`src/rtl/wb_arbiter.sv`:
```
// Writeback arbiter: merges a bypassing ALU result stream and a 2-deep buffered
// memory result stream onto one registered register-file write port.
module wb_arbiter #(
    parameter int XLEN         = 64,
    parameter int STARVE_LIMIT = 4
) (
    input  logic            clk,
    input  logic            rst_n,
    input  logic            alu_valid,
    output logic            alu_ready,
    input  logic [4:0]      alu_rd,
    input  logic [XLEN-1:0] alu_data,
    input  logic            mem_valid,
    output logic            mem_ready,
    input  logic [4:0]      mem_rd,
    input  logic [XLEN-1:0] mem_data,
    output logic            reg_write,
    output logic [4:0]      write_register,
    output logic [XLEN-1:0] write_data
);
    localparam int SW = $clog2(STARVE_LIMIT + 1);

    logic [4:0]      r_q_rd   [2];
    logic [XLEN-1:0] r_q_data [2];
    logic            r_head;
    logic [1:0]      r_count;
    logic [SW-1:0]   r_starve;
    logic            r_reg_write;
    logic [4:0]      r_wr_rd;
    logic [XLEN-1:0] r_wr_data;

    logic            w_empty, w_force_mem, w_grant_mem, w_grant_alu, w_grant;
    logic            w_enq, w_tail;
    logic [4:0]      w_sel_rd;
    logic [XLEN-1:0] w_sel_data;

    assign w_empty     = (r_count == 2'd0);
    assign w_force_mem = (r_starve == SW'(STARVE_LIMIT)) && !w_empty;
    assign alu_ready   = !w_force_mem;
    assign mem_ready   = (r_count < 2'd2);

    assign w_grant_mem = !w_empty && (w_force_mem || !alu_valid);
    assign w_grant_alu = alu_valid && alu_ready;
    assign w_grant     = w_grant_mem || w_grant_alu;
    // Full blocks enqueue even when the head drains this same cycle.
    assign w_enq       = mem_valid && mem_ready;
    assign w_tail      = r_head ^ r_count[0];

    assign w_sel_rd    = w_grant_mem ? r_q_rd[r_head]   : alu_rd;
    assign w_sel_data  = w_grant_mem ? r_q_data[r_head] : alu_data;

    always_ff @(posedge clk) begin
        if (w_enq) begin
            r_q_rd[w_tail]   <= mem_rd;
            r_q_data[w_tail] <= mem_data;
        end
    end

    always_ff @(posedge clk or negedge rst_n) begin
        if (!rst_n) begin
            r_head   <= 1'b0;
            r_count  <= 2'd0;
            r_starve <= '0;
        end else begin
            if (w_grant_mem)
                r_head <= ~r_head;
            case ({w_enq, w_grant_mem})
                2'b10:   r_count <= r_count + 2'd1;
                2'b01:   r_count <= r_count - 2'd1;
                default: r_count <= r_count;
            endcase
            if (w_empty || w_grant_mem)
                r_starve <= '0;
            else if (w_grant_alu && r_starve != SW'(STARVE_LIMIT))
                r_starve <= r_starve + SW'(1);
        end
    end

    // Writes to x0 are consumed but never raise the write enable.
    always_ff @(posedge clk or negedge rst_n) begin
        if (!rst_n) begin
            r_reg_write <= 1'b0;
            r_wr_rd     <= '0;
            r_wr_data   <= '0;
        end else begin
            r_reg_write <= w_grant && (w_sel_rd != 5'd0);
            if (w_grant) begin
                r_wr_rd   <= w_sel_rd;
                r_wr_data <= w_sel_data;
            end
        end
    end

    assign reg_write      = r_reg_write;
    assign write_register = r_wr_rd;
    assign write_data     = r_wr_data;
endmodule
```
`config.mk`:
```
export PLATFORM = sky130hd
export DESIGN_NAME = wb_arbiter
export DESIGN_NICKNAME = d
export VERILOG_FILES = /design/src/rtl/wb_arbiter.sv
export SDC_FILE = /design/constraint.sdc
export NUM_CORES = 1
export LEC_CHECK = 0
export ABC_AREA = 1
export BUFFER_PORTS_ARGS = -buffer_cell sky130_fd_sc_hd__buf_2
export CORE_AREA = 2 2 137 139
export CTS_CLUSTER_DIAMETER = 40
export DETAILED_ROUTE_END_ITERATION = 6
export DIE_AREA = 0 0 139 141
export PLACE_DENSITY = 0.75
export SLEW_MARGIN = 5
export SYNTH_ARGS = -nofsm -noshare
export SYNTH_HDL_FRONTEND = slang
export SYNTH_SLANG_ARGS = --single-unit
```
`constraint.sdc`:
```
create_clock -name clk -period 4.5 [get_ports clk]
set_input_delay 0.225 -clock clk [delete_from_list [all_inputs] [get_ports clk]]
set_output_delay 0.225 -clock clk [all_outputs]
set_load 0.02 [all_outputs]
```
==> impl_metrics.py <==
metrics = {
    "yosys": {
        "synth_area_leaders": "edfxtp_1, dfrtp_1, nand2_1",
        "synth_edf_count": 138,
        "ys_ff_latch": 214,
        "synthArstFlopShare": 0.355,
        "synth.top_cell.area_share": 0.484,
        "synthesis.nets": 861,
        "syn_avg_cell_area_um2": 12.0,
        "ys.flop_type": "edfxtp_1",
        "yosysSeqAreaShare": 0.706,
        "yosysWarnings": 0,
        "syn_area_um2": 8560,
        "syn_inst": 716,
        "yosys.area.top_type": "edfxtp_1",
        "netlist-cell-type-count": 25,
    },
    "timing": {
        "setup_viol": 0,
        "tightestPinTransition_ns": 1.02,
        "fin_worst_skew_ns": 0.0138,
        "maxSlewViolCount": 0,
        "hold_viol": 0,
        "fin_crit_ns": 2.49,
        "fin_crit_sh": 0.554,
        "fmax_ghz": 0.401,
        "fin_setup_tns_ns": 0,
        "maxSlewHeadroom": 0.318,
        "rsz0062_at_grt": "no",
    },
    "floorplanning": {
        "num_io_pins": 214,
        "core-area_um2": 18300,
        "start_util": 0.469,
        "num_rows": 50,
        "die_h_um": 141,
        "die_w_um": 139,
        "die-area_um2": 19600,
    },
    "setup_path": {
        "reg2reg_from": "r_starve[0]",
        "arrival_ns": 2.90,
        "reg2regPathDepth": 8,
        "crit_path_end_kind": "register",
        "rrSetupSlack_ns": 2.01,
        "worst_setup_path_start_kind": "register",
        "cp-startpoint": "r_starve[0]",
        "crit_required_ns": 4.91,
        "cpMaxStageDelayCell": "a21oi_4",
        "r2r-end": "r_count[1]",
        "path_class": "register to register",
        "slowest_delay_ns": 0.83,
        "cp_max_fo": 33,
        "crit_path_frequent_cell": "ha_1",
        "path_cells": "inv_1 -> ha_1 -> nand2_1 -> a21oi_4 -> ha_1 -> a21oi_1 -> o21ai_0 -> xor2_1",
    },
    "grt": {
        "antenna_found_initial": 1,
        "grtUsageTotal": 0.217,
        "grt_pass1_wl_um": 34000,
        "grt_pass1_vias": 6838,
        "grt_overflow": 0,
        "grt_max_degree": 90,
    },
    "hold_path": {
        "hp-class": "primary input to register",
        "min_path_cells": 3,
        "hold_end": "write_register[2]",
        "hp-start": "alu_rd[2]",
    },
    "final_layout": {
        "finalNetCount": 1202,
        "fill_cells": 1296,
        "area_delta_synth_final_pct": 40.4,
        "layout_common_cells": "buf_2, nand2_1, edfxtp_1",
        "layout_commonest_cell": "buf_2",
        "fin_cells": 1314,
        "drive_above_1_share": 0.255,
    },
    "detailed_routing": {
        "vias": 6634,
        "wirelength_um": 21800,
        "drt_first_pass_iters": 5,
        "route.detailed.drc": 0,
        "wl_per_cell_um": 16.6,
        "vias_per_cell": 5.05,
        "drtIter0Drc": 374,
        "ant_nets": 0,
    },
    "clocking": {
        "cts_buffers": 28,
        "cts_tree": "done",
        "root_buffer": "clkbuf_16",
        "cts.sinks": 214,
        "cts_resized": 0,
        "clkLatencyLatePin_ns": 0.52,
        "clk_pin_slew_ns": 0.06,
        "ctsHtreeMaxLevel": 1,
        "clockBufferDepth": 3,
    },
    "power_and_ir_drop": {
        "p_leak_uw": 0.00519,
        "p_per_area_nw_per_um2": 650,
        "power_uw": 7820,
        "ir_worst_vdd_uv": 446,
    },
    "placed_design": {
        "hpwl_um": 12400,
        "gp_congestion": 0.776,
        "dp_cells": 1127,
        "io_buffers": 213,
    },
    "run_status": {
        "outcome": "finished clean",
    },
    "job": {
        "drv_cap": 0,
    },
}
## metrics by stage
stage	cell area (um2)	setup WS (ns)	hold slack (ns)	util
6_report	12000	2.01	0.0383	0.658
5_1_grt	12000	1.79	0.0382	0.658
4_1_cts	12000	2.00	0.0315	0.658
3_5_place_dp	9730	2.01	0.218	0.532
3_3_place_gp	9730	2.08	0.212	0.532
2_1_floorplan	8560	0.161	-0.0706	-
## power by group
part	internal [uW]	total (uW)	leakage [uW]	switching, uW
clock	1410	2240	0.000463	827
sequential	2850	3190	0.00216	336
combinational	781	2390	0.00257	1610
total	5040	7820	0.00519	2770
## cell usage after synthesis, types with 5 or more instances
| library cell | number |
|---|---|
| o21ai_0 | 11 |
| edfxtp_1 | 138 |
| nor2_1 | 71 |
| inv_1 | 76 |
| a31oi_1 | 64 |
| buf_4 | 17 |
| clkbuf_1 | 13 |
| nand2_1 | 150 |
| buf_2 | 5 |
| dfrtp_1 | 76 |
| buf_6 | 9 |
| o211ai_1 | 64 |
## metal layers
metal | part of all wire | track usage | wire length [um] | vias to the layer above
li1 | - | - | - | 3179
met1 | 0.38 | 0.247 | 8270 | 3141
met2 | 0.52 | 0.393 | 11400 | 241
met3 | 0.053 | 0.0418 | 1150 | 73
met4 | 0.043 | 0.106 | 929 | 0
met5 | 0 | 0 | 0 | -
## flip-flops by register name (all words and copies together), names as in the netlist
name and count:
r_q_rd 10, r_q_data 128, write_register 5, write_data 64, r_starve 3, r_count 2, r_head 1, reg_write 1
## cell families after synthesis
| family | Yosys count | synth area share |
|---|---|---|
| xor+xnor | 5 | 0.00511 |
| compound gates | 145 | 0.114 |
| fa+ha+maj | 3 | 0.00438 |
| flops | 214 | 0.706 |
| buf+inv | 123 | 0.0703 |
| simple gates | 226 | 0.101 |
## final cells by class
cell class | count | area, um2 | share of cell area
timing repair buffer | 356 | 2490 | 0.207
tap | 234 | 293 | 0.0243
multi-input combinational | 379 | 1940 | 0.161
antenna | 2 | 5.00 | 0.000416
clock inverter | 19 | 216 | 0.0180
sequential | 214 | 6050 | 0.503
inverter | 78 | 295 | 0.0246
clock buffer | 32 | 737 | 0.0613
## what timing repair did
action / CTS / global route
hold buffers: 134 / 0
hold endpoints to repair: 237 / 0
setup buffers: 0 / 0
## worst max path at each step
stage	slack (ns)	to	cells past startpoint
after floorplan	0.16	r_q_data[0][0]	5
after global routing	1.79	reg_write	10
final	2.01	r_count[1]	8
after detailed placement	2.01	r_count[1]	8
after CTS	2.00	r_count[1]	8
after global placement	2.08	r_count[1]	8
## worst max-delay path: cells and delay by family, from the launching register on
kind	cells	cell delay [ns]
AOI/OAI and AO/OA	3	1.06
adders and majority gates	2	0.56
DFF	1	0.40
xor gates and xnor gates	1	0.15
and+or+nand+nor	1	0.13
buffers and inverters	1	0.07
Note: power is estimated with default switching activity, not from simulation.
